File: config.mk
export PLATFORM = sky130hd
export DESIGN_NAME = ps2_key_serializer
export DESIGN_NICKNAME = d
export VERILOG_FILES = /design/src/rtl/ps2_key_serializer_pkg.sv /design/src/rtl/ps2_key_serializer_byte_fifo.sv /design/src/rtl/ps2_key_serializer.sv
export SDC_FILE = /design/constraint.sdc
export NUM_CORES = 1
export LEC_CHECK = 0
export ABC_AREA = 1
export BUFFER_PORTS_ARGS = -buffer_cell sky130_fd_sc_hd__buf_4
export CAP_MARGIN = 40
export CORE_ASPECT_RATIO = 0.6
export CORE_MARGIN = 2
export CORE_UTILIZATION = 55
export CTS_BUF_LIST = sky130_fd_sc_hd__clkbuf_4
export DETAILED_ROUTE_END_ITERATION = 8
export PLACE_DENSITY = 0.8
export SYNTH_ARGS = -nofsm -noshare
export SYNTH_HDL_FRONTEND = slang
export SYNTH_SLANG_ARGS = --single-unit
File: constraint.sdc
create_clock -name clk_sys -period 3.7 [get_ports clk_sys]
set_input_delay 1.11 -clock clk_sys [delete_from_list [all_inputs] [get_ports clk_sys]]
set_output_delay 1.11 -clock clk_sys [all_outputs]
set_load 0.02 [all_outputs]
File: src/rtl/ps2_key_serializer_pkg.sv
// Shared types and constants for the PS/2 key serializer.
// Frame state encoding, scan-code prefixes and the small helpers used to
// build a byte sequence from a key event.
package ps2_key_serializer_pkg;

  typedef enum logic [1:0] {
    IDLE   = 2'd0,
    BIT_HI = 2'd1,
    BIT_LO = 2'd2,
    GAP    = 2'd3
  } ps2_tx_state_t;

  localparam logic [7:0] PS2_EXT_PREFIX   = 8'hE0;
  localparam logic [7:0] PS2_BREAK_PREFIX = 8'hF0;
  localparam int         PS2_FRAME_BITS   = 11;

  // PS/2 parity bit: makes the count of ones across data+parity odd
  function automatic logic odd_parity(input logic [7:0] d);
    return ~^d;
  endfunction

  // Bytes emitted for one event: optional E0, optional F0, then the code
  function automatic logic [1:0] seq_len(input logic ext, input logic pressed);
    return 2'd1 + {1'b0, ext} + {1'b0, ~pressed};
  endfunction

endpackage

File: src/rtl/ps2_key_serializer_byte_fifo.sv
// Purpose: small synchronous byte FIFO with free-slot count for all-or-nothing admission.
// Latency: a written byte is visible on rd_dat/rd_vld the cycle after the write.
// Backpressure: writes into a full FIFO are ignored unless a read happens in the same cycle.
module ps2_byte_fifo #(
  parameter int WIDTH = 8,
  parameter int DEPTH = 8,
  localparam int AW = $clog2(DEPTH),
  localparam int CW = AW + 1
) (
  input  logic             clk_sys,
  input  logic             reset,
  input  logic             wr_vld,
  input  logic [WIDTH-1:0] wr_dat,
  input  logic             rd_rdy,
  output logic [WIDTH-1:0] rd_dat,
  output logic             rd_vld,
  output logic [CW-1:0]    free
);

  logic [WIDTH-1:0] mem [DEPTH];
  logic [AW-1:0]    wr_ptr;
  logic [AW-1:0]    rd_ptr;
  logic [CW-1:0]    count;
  logic             do_wr;
  logic             do_rd;

  assign do_rd  = rd_rdy && (count != '0);
  assign do_wr  = wr_vld && ((count != CW'(DEPTH)) || do_rd);
  assign rd_dat = mem[rd_ptr];
  assign rd_vld = (count != '0);
  assign free   = CW'(DEPTH) - count;

  // Storage array; contents need no reset since count gates visibility
  always_ff @(posedge clk_sys) begin
    if (do_wr) mem[wr_ptr] <= wr_dat;
  end

  // Pointers wrap naturally because DEPTH is a power of two
  always_ff @(posedge clk_sys) begin
    if (reset) begin
      wr_ptr <= '0;
      rd_ptr <= '0;
      count  <= '0;
    end else begin
      if (do_wr) wr_ptr <= wr_ptr + AW'(1);
      if (do_rd) rd_ptr <= rd_ptr + AW'(1);
      case ({do_wr, do_rd})
        2'b10:   count <= count + CW'(1);
        2'b01:   count <= count - CW'(1);
        default: count <= count;
      endcase
    end
  end

endmodule

File: src/rtl/ps2_key_serializer.sv
// Purpose: turns toggle-strobed key events into E0/F0/code byte sequences sent as PS/2 frames.
// Latency: first data change 2-4 cycles after the toggle; frame = 11*BIT + GAP_BITS*BIT cycles.
// Backpressure: none upstream; events that do not fit the byte FIFO are dropped with overflow.
module ps2_key_serializer
  import ps2_key_serializer_pkg::*;
#(
  parameter int CLK_HZ     = 100_000_000,
  parameter int PS2_HZ     = 12_500,
  parameter int GAP_BITS   = 2,
  parameter int FIFO_DEPTH = 8
) (
  input  logic        clk_sys,
  input  logic        reset,
  input  logic [10:0] ps2_key,
  output logic        ps2_clk,
  output logic        ps2_data,
  output logic        busy,
  output logic        overflow
);

  localparam int BIT     = CLK_HZ / PS2_HZ;
  localparam int HALF    = BIT / 2;
  localparam int GAP_CYC = GAP_BITS * BIT;
  localparam int TMAX    = (GAP_CYC > HALF) ? GAP_CYC : HALF;
  localparam int CNT_W   = $clog2(TMAX + 1);
  localparam int CW      = $clog2(FIFO_DEPTH) + 1;

  localparam logic [CNT_W-1:0] HALF_END = CNT_W'(HALF - 1);
  localparam logic [CNT_W-1:0] GAP_END  = CNT_W'(GAP_CYC - 1);
  localparam logic [3:0]       LAST_BIT = 4'(PS2_FRAME_BITS - 1);

  // Enqueuer state
  logic       last_tog;
  logic       enq_act;
  logic       enq_ext;
  logic       enq_brk;
  logic [7:0] enq_code;
  logic       key_pending;
  logic [1:0] need_n;

  // FIFO interface
  logic          wr_vld;
  logic [7:0]    wr_dat;
  logic          rd_rdy;
  logic [7:0]    rd_dat;
  logic          rd_vld;
  logic [CW-1:0] fifo_free;

  // Frame engine state
  ps2_tx_state_t    state;
  logic [CNT_W-1:0] cnt;
  logic [3:0]       bit_idx;
  logic [9:0]       shreg;

  assign key_pending = ps2_key[10] ^ last_tog;
  assign need_n      = seq_len(ps2_key[8], ps2_key[9]);
  assign wr_vld      = enq_act;
  assign rd_rdy      = (state == IDLE) && rd_vld;
  assign busy        = rd_vld || (state != IDLE) || enq_act;

  // Prefixes go out first; each flag clears as its byte is written
  always_comb begin
    wr_dat = enq_code;
    if (enq_ext)      wr_dat = PS2_EXT_PREFIX;
    else if (enq_brk) wr_dat = PS2_BREAK_PREFIX;
  end

  ps2_byte_fifo #(
    .WIDTH (8),
    .DEPTH (FIFO_DEPTH)
  ) u_fifo (
    .clk_sys (clk_sys),
    .reset   (reset),
    .wr_vld  (wr_vld),
    .wr_dat  (wr_dat),
    .rd_rdy  (rd_rdy),
    .rd_dat  (rd_dat),
    .rd_vld  (rd_vld),
    .free    (fifo_free)
  );

  // Event detect and all-or-nothing admission; a busy enqueuer ignores toggles until done
  always_ff @(posedge clk_sys) begin
    if (reset) begin
      last_tog <= ps2_key[10];
      enq_act  <= 1'b0;
      enq_ext  <= 1'b0;
      enq_brk  <= 1'b0;
      enq_code <= 8'h00;
      overflow <= 1'b0;
    end else begin
      overflow <= 1'b0;
      if (enq_act) begin
        if (enq_ext)      enq_ext <= 1'b0;
        else if (enq_brk) enq_brk <= 1'b0;
        else              enq_act <= 1'b0;
      end else if (key_pending) begin
        last_tog <= ps2_key[10];
        enq_code <= ps2_key[7:0];
        if (fifo_free >= CW'(need_n)) begin
          enq_act <= 1'b1;
          enq_ext <= ps2_key[8];
          enq_brk <= ~ps2_key[9];
        end else begin
          overflow <= 1'b1;
        end
      end
    end
  end

  // Frame engine: data changes only on entry to BIT_HI, clock falls HALF cycles later
  always_ff @(posedge clk_sys) begin
    if (reset) begin
      state    <= IDLE;
      cnt      <= '0;
      bit_idx  <= 4'd0;
      shreg    <= 10'd0;
      ps2_clk  <= 1'b1;
      ps2_data <= 1'b1;
    end else begin
      case (state)
        IDLE: begin
          if (rd_vld) begin
            shreg    <= {1'b1, odd_parity(rd_dat), rd_dat};
            ps2_data <= 1'b0;
            ps2_clk  <= 1'b1;
            bit_idx  <= 4'd0;
            cnt      <= '0;
            state    <= BIT_HI;
          end
        end
        BIT_HI: begin
          if (cnt == HALF_END) begin
            cnt     <= '0;
            ps2_clk <= 1'b0;
            state   <= BIT_LO;
          end else begin
            cnt <= cnt + CNT_W'(1);
          end
        end
        BIT_LO: begin
          if (cnt == HALF_END) begin
            cnt     <= '0;
            ps2_clk <= 1'b1;
            if (bit_idx == LAST_BIT) begin
              ps2_data <= 1'b1;
              state    <= GAP;
            end else begin
              bit_idx  <= bit_idx + 4'd1;
              ps2_data <= shreg[0];
              shreg    <= {1'b0, shreg[9:1]};
              state    <= BIT_HI;
            end
          end else begin
            cnt <= cnt + CNT_W'(1);
          end
        end
        GAP: begin
          if (cnt == GAP_END) begin
            cnt   <= '0;
            state <= IDLE;
          end else begin
            cnt <= cnt + CNT_W'(1);
          end
        end
        default: state <= IDLE;
      endcase
    end
  end

endmodule

==> results by group, run 1 <==
STA
  • Post-layout min period: ~3.3 ns
  • Final Hold Vio Count: 0
  • Fmax: a little over 300 MHz
  • Final setup fails: 0
  • Final Cycle Share: between 80% and 90%
  • RSZ-0062 raised after global routing: no
  • Max Slew Vio Count: 0
  • Relative slew slack: 40.6%
  • Worst hold slack: 0.455 ns
  • Worst Skew: ~0.018 ns
  • Setup TNS Final: 0 ns
  • Worst-Margin Slew: 0.887 ns

Power and ir drop
  • PwrDens: roughly 740 nW/um^2
  • Maximum vdd drop: 521 uV
  • Total leakage power: 2.85 nW

Placement
  • PortBufs: 16
  • RePlAce Congestion: 0.904
  • Detailed placement HPWL: around 10 mm

Yosys
  • Synthesized flop and latch total: 122
  • Top post-synthesis cells by area: edfxtp_1, dfxtp_1, nand2_1
  • Syn Area/Cell: approximately 8 sq um
  • Syn nets: roughly 770
  • Mapped Cells: approximately 740
  • Yosys warning count: 0
  • Top FF cell, synth: edfxtp_1
  • Ys async rst share: 0%
  • Seq/Total Area, Yosys: a little over half
  • Post-synth cell types: 40
  • Post-synth top area share: roughly 33%
  • Largest area contributor in the synthesized netlist: edfxtp_1
  • Synthesized area: roughly 5900 sq um
  • EDFF count, synth: 65

GRT
  • Global-route track usage on met1: approximately 36%
  • Total Routing Usage GR: 25.2%
  • GR Overflow Total: 0
  • GR Layer Usage met3: between 7 and 8%
  • Vias in the first global route: between 4000 and 5000
  • GRT busiest layer: met2
  • Initial antenna violation count: 0
  • Largest net degree at the start of global routing: 31
  • First-pass GRT wire length: 22.3 mm
  • Met2 global-route usage: about 38%

Critical path
  • WP data required: approximately 2.6 ns
  • Setup crit start: u_fifo.count[0]
  • R2R setup slack: 0.97 ns
  • Critical path peak fanout: 16
  • Max stage delay cell, worst path: dfxtp_1
  • Ordered list of cells on the worst path: inv_1 > ha_1 > inv_1 > nor2_1 > nand2_1 > nor2_2 > buf_4 > nand2_1 > buf_4
  • Worst setup path class: flip-flop to output pin
  • CP Depth: 9
  • Worst r2r path cells: 8
  • Nature of the critical path endpoint: output pin
  • Worst path top cell family by delay: buffers and inverters
  • Crit start category: flip-flop
  • Worst Path Arrival: between 2 and 2.5 ns
  • FF-to-FF End: u_fifo.mem[5][1]
  • CP bufs+invs: 4
  • Crit-path max cell delay: ~0.35 ns
  • Worst R2R Start: state[1]
  • Worst Setup EP: busy

Clock tree
  • Setup Buffers After CTS: 0
  • Clock transition at the registers of the reported paths: between 0.1 and 0.15 ns
  • Root buffer selected by CTS: clkbuf_4
  • Clk_lat worst skew: about 0.54 ns
  • Clock buffer depth: 2
  • Cts-stage hold buffer count: 0
  • Post-CTS Resized: 0
  • TritonCTS buffer count: 17
  • CTS Sinks: between 100 and 150
  • H-tree depth: 4
  • CTS tree: yes

Floorplanning
  • Starting Density: 56.3%
  • Die W: approximately 140 um
  • Number of I/O pins: 17
  • CORE AREA: between 10000 and 15000 sq um
  • Row cnt: 29
  • Die area: between 10000 and 15000 sq um
  • Die height: around 84 um

Finish
  • ANT cells: 0
  • Area grow syn2layout: 9.17%
  • Share of post-route cells with drive strength above 1: slightly below 9%
  • Most common cell after layout, fill and taps aside: nand2_1
  • Most frequent cells in the layout: nand2_1, inv_1, edfxtp_1
  • NumNets Final: approximately 790
  • # fillers: between 900 and 1000

Flow run
  • Max_cap viols: 0

Detailed routing
  • Vias per Instance: approximately 5.4
  • Post-route ant nets: 0
  • Number of DRC markers in iteration 0: 473
  • Wire length per cell: around 15 um
  • Routed vias: 4929
  • TritonRoute pass-1 iters: 6
  • Post-Route WL: 13.8 mm
  • DRC viols: 0

Min path
  • Hold depth: 2
  • Min-Delay Path Class: flip-flop to flip-flop

Outcome
  • Outcome: completed
[area by class of cell]
type	instances	area [sq um]	share of cell area [%]
tap	139	174	2.69
sequential	122	3090	47.8
inverter	103	387	5.98
timing repair buffer	21	158	2.44
clock buffer	22	165	2.55
multi-input combinational	495	2340	36.2
clock inverter	10	150	2.32
[through the flow]
step / worst slack (ns) / power [W] / instances / cell area (sq um) / util [%]
after global routing: 0.205 / 0.00518 / 912 / 6470 / 61.5
final: 0.441 / 0.00482 / 912 / 6470 / 61.5
after floorplan: 1.07 / 0.00322 / 742 / 5920 / -
after CTS: 0.433 / 0.00480 / 912 / 6470 / 61.5
after detailed placement: 1.02 / 0.00375 / 880 / 6150 / 58.5
after global placement: 1.13 / 0.00363 / 880 / 6150 / 58.5
[kinds of logic (layout without fill, tap and decap cells)]
group	Yosys count	in the layout	synth area share, %
AND/OR/NAND/NOR	379	379	26.6
AO/OA/AOI/OAI	93	93	8.28
XOR/XNOR	5	5	0.739
buffers and inverters	125	156	8.28
flip-flops	122	122	52.2
adder cells (fa/ha/maj)	18	18	3.93
[cells in the mapped netlist (2+ instances only)]
master	number
buf_4	2
nor2_1	46
nor4_1	2
edfxtp_1	65
ha_1	17
nor3_1	3
clkinv_1	3
clkbuf_1	8
or2_0	2
inv_1	95
buf_2	11
nor2_2	2
dfxtp_1	57
nand3_1	58
inv_2	5
a21oi_1	42
xor2_1	4
nand2_2	2
nand2_1	249
o21ai_0	39
or2_2	3
nand4_1	4
nand3b_1	2
o21ai_1	4
nor3_2	2
[how the worst min path moves through the flow]
stage | slack, ns | from | to
3_5_place_dp | 0.44 | shreg[1] | shreg[1]
4_1_cts | 0.45 | shreg[1] | shreg[1]
3_3_place_gp | 0.43 | shreg[2] | shreg[2]
2_1_floorplan | 0.42 | shreg[1] | shreg[1]
6_report | 0.45 | shreg[1] | shreg[1]
5_1_grt | 0.48 | shreg[1] | shreg[1]
[layer usage]
metal	up-vias	wire, um
li1	2429	-
met1	2279	6390
met2	199	6030
met3	22	1220
met4	0	176
met5	-	0
[state kept, by name (all words and copies together), names as in the netlist, named ones only]
register / count
enq_act: 1
bit_idx: 4
shreg: 10
u_fifo.wr_ptr: 3
state: 2
u_fifo.rd_ptr: 3
u_fifo.mem: 64
cnt: 14
ps2_clk: 1
enq_ext: 1
u_fifo.count: 4
enq_code: 8
overflow: 1
ps2_data: 1
enq_brk: 1
last_tog: 1
[power by group]
part | switching [W] | internal (W)
combinational | 0.00137 | 0.000584
clock | 0.000496 | 0.000568
sequential | 0.000126 | 0.00167
total | 0.00199 | 0.00282
[tightest hold or removal path: cells and delay by family (launching register included)]
kind / cells / cell delay, ns
flip-flops: 1 / 0.31
buffers and inverters: 1 / 0.06
AO/OA/AOI/OAI: 1 / 0.05
No activity file was read; power rests on OpenSTA's default activity.
==> inputs of run 2 (changes only) <==
==> constraint.sdc (replaced) <==
create_clock -name clk_sys -period 3.7 [get_ports clk_sys]
set_input_delay 0.555 -clock clk_sys [delete_from_list [all_inputs] [get_ports clk_sys]]
set_output_delay 0.555 -clock clk_sys [all_outputs]
set_load 0.02 [all_outputs]
==> run 2 against run 1 <==
  * Clock skew increased by 0.0052 ns
  * Non-clock buffer count decreased by 2
  * Critical path depth unchanged
  * Total power increased by 0.32%
  * Sequential cell count unchanged
  * Sequential power about the same
  * Maximum frequency increased by 9.7%
  * Clock power about the same
  * Core utilization decreased by 0.083 points
  * Register-to-register slack improved by 0.09 ns
  * Via count increased by 0.43%
  * Highest routed layer is now met5
==> results by group, run 2 (synthesis results as in run 1) <==
GRT
  • Total Routing Usage GR: 25.6% (was 25.2%)
  • First-pass GRT wire length: 22.4 mm (was 22.3 mm)
  • Vias in the first global route: 4536 (was 4661)
  • Initial antenna violation count: 0 (unchanged)
  • Largest net degree at the start of global routing: 31 (unchanged)
  • GR Overflow Total: 0 (unchanged)

Detailed routing
  • TritonRoute pass-1 iters: 6 (unchanged)
  • Post-route ant nets: 0 (unchanged)
  • Routed vias: 4950 (was 4929)
  • DRC viols: 0 (unchanged)
  • Post-Route WL: 14.1 mm (was 13.8 mm)
  • Number of DRC markers in iteration 0: 478 (was 473)
  • Wire length per cell: 15.5 um (was 15.1 um)
  • Vias per Instance: 5.44 (was 5.40)

Floorplanning
  • CORE AREA: 10500 sq um (unchanged)
  • Die area: 11600 sq um (unchanged)
  • Die W: 138 um (unchanged)
  • Starting Density: 56.3% (unchanged)
  • Number of I/O pins: 17 (unchanged)
  • Row cnt: 29 (unchanged)
  • Die height: 84.4 um (unchanged)

Power and ir drop
  • Total Power: 0.00483 W (was 0.00482 W)
  • PwrDens: 748 nW/um^2 (was 745 nW/um^2)
  • Maximum vdd drop: 407 uV (was 521 uV)
  • Total leakage power: 2.84 nW (was 2.85 nW)

Placement
  • Post-DP Area: 6140 sq um (was 6150 sq um)
  • PortBufs: 16 (unchanged)
  • Pre-CTS WS: 1.14 ns (was 1.02 ns)
  • RePlAce Congestion: 1.03 (was 0.904)
  • Inst Count DP: 878 (was 880)
  • Detailed placement HPWL: 10.2 mm (was 9.89 mm)

STA
  • Final setup fails: 0 (unchanged)
  • Relative slew slack: 41.6% (was 40.6%)
  • Post-layout min period: 2.97 ns (was 3.26 ns)
  • Worst-Margin Slew: 0.872 ns (was 0.887 ns)
  • Fmax: 337 MHz (was 307 MHz)
  • Worst Skew: 0.0234 ns (was 0.0182 ns)
  • Setup WS post-layout: 0.729 ns (was 0.441 ns)
  • Final Hold Vio Count: 0 (unchanged)
  • Setup TNS Final: 0 ns (unchanged)
  • Max Slew Vio Count: 0 (unchanged)
  • Final Cycle Share: 80.3% (was 88.1%)
  • RSZ-0062 raised after global routing: no (unchanged)

Critical path
  • Worst path top cell family by delay: simple AND/OR/NAND/NOR gates (was buffers and inverters)
  • Worst R2R Start: state[1] (unchanged)
  • Ordered list of cells on the worst path: inv_1 > ha_1 > inv_1 > nor2_1 > nand2_1 > nor2_2 > buf_4 > nand2_1 > buf_4 (unchanged)
  • Crit start category: flip-flop (unchanged)
  • Worst setup path class: flip-flop to output pin (unchanged)
  • WP data required: 3.14 ns (was 2.59 ns)
  • R2R setup slack: 1.06 ns (was 0.97 ns)
  • Crit-path max cell delay: 0.36 ns (was 0.35 ns)
  • CP bufs+invs: 4 (unchanged)
  • Worst Path Arrival: 2.42 ns (was 2.15 ns)
  • Critical path peak fanout: 9 (was 16)
  • Nature of the critical path endpoint: output pin (unchanged)
  • Max stage delay cell, worst path: dfxtp_1 (unchanged)
  • Worst r2r path cells: 8 (unchanged)
  • FF-to-FF End: u_fifo.mem[5][1] (unchanged)

Flow run
  • Max_cap viols: 0 (unchanged)

Clock tree
  • CTS tree: yes (unchanged)
  • Root buffer selected by CTS: clkbuf_4 (unchanged)
  • H-tree depth: 4 (unchanged)
  • Setup Buffers After CTS: 0 (unchanged)
  • Cts-stage hold buffer count: 0 (unchanged)
  • Post-CTS Resized: 0 (unchanged)
  • Clock transition at the registers of the reported paths: 0.13 ns (was 0.11 ns)
  • Clock buffer depth: 2 (unchanged)
  • Clk_lat worst skew: 0.54 ns (about the same)
  • CTS Sinks: 122 (unchanged)
  • TritonCTS buffer count: 17 (unchanged)

Finish
  • Share of post-route cells with drive strength above 1: 8.69% (was 8.80%)
  • Area grow syn2layout: 9.02% (was 9.17%)
  • ANT cells: 0 (unchanged)
  • NumNets Final: 789 (was 791)
  • Final instance area: 6460 sq um (was 6470 sq um)
  • Largest register FFs: 64 (unchanged)
  • Largest Register: u_fifo.mem (unchanged)
  • Most common cell after layout, fill and taps aside: nand2_1 (unchanged)
  • Non-Filler Instances: 910 (was 912)
  • Most frequent cells in the layout: nand2_1, inv_1, edfxtp_1 (unchanged)
  • Largest regs: u_fifo.mem x64, cnt x14, shreg x10 (unchanged)

Min path
  • Hold EP: last_tog (was shreg[1])
  • Hold depth: 1 (was 2)
  • Min-Delay Path Class: primary input to flip-flop (was flip-flop to flip-flop)
  • Hold_sp: ps2_key[10] (was shreg[1])

Outcome
  • Outcome: completed (unchanged)
==> run 2: cell types whose count changed in the layout (fill, tap and decap cells not counted), sizes merged <==
cell	delta
buf	-2
clkbuf	-5
clkinv	-1
inv	+6
==> run 2: routing by layer <==
metal  wire, um  global-route usage, %  vias up
li1           -                      -     2422
met1       6590                   38.9     2242
met2       5660                   33.8      263
met3       1660                   9.72       21
met4        125                   6.12        2
met5         76                   5.13        -
==> run 2: worst max-delay path by stage <==
stage                         start  slack (ns)  cells after the start          endpoint
floorplan                  state[1]        1.61                      8  u_fifo.mem[1][0]
global placement           state[1]        1.32                      8  u_fifo.mem[5][2]
detailed placement         state[1]        1.14                      8  u_fifo.mem[5][7]
CTS                 u_fifo.count[0]        0.74                      9              busy
global route        u_fifo.count[0]        0.56                      9              busy
finish              u_fifo.count[0]        0.73                      9              busy
==> run 2: where the power goes <==
group | leakage [nW] | switching (W) | internal [W] | total (W)
Clock | 0.182 | 0.000538 | 0.000539 | 0.00108
Sequential | 1.07 | 0.000140 | 0.00167 | 0.00181
Combinational | 1.59 | 0.00137 | 0.000576 | 0.00194
==> run 2: area by class of cell <==
cell class / count / area [sq um]
repair buffers: 19 / 143
fillers: 873 / 4070
inverters: 103 / 387
flip-flops and latches: 122 / 3090
clock buffers: 17 / 128
multi-input cells: 495 / 2340
clock inverters: 15 / 194
well taps: 139 / 174
==> run 2: stage by stage <==
step / util, % / hold slack (ns)
4_1_cts: 61.4 / 0.169
5_1_grt: 61.4 / 0.157
3_3_place_gp: 58.3 / 0.441
3_5_place_dp: 58.3 / 0.456
6_report: 61.4 / 0.193
2_1_floorplan: - / 0.425
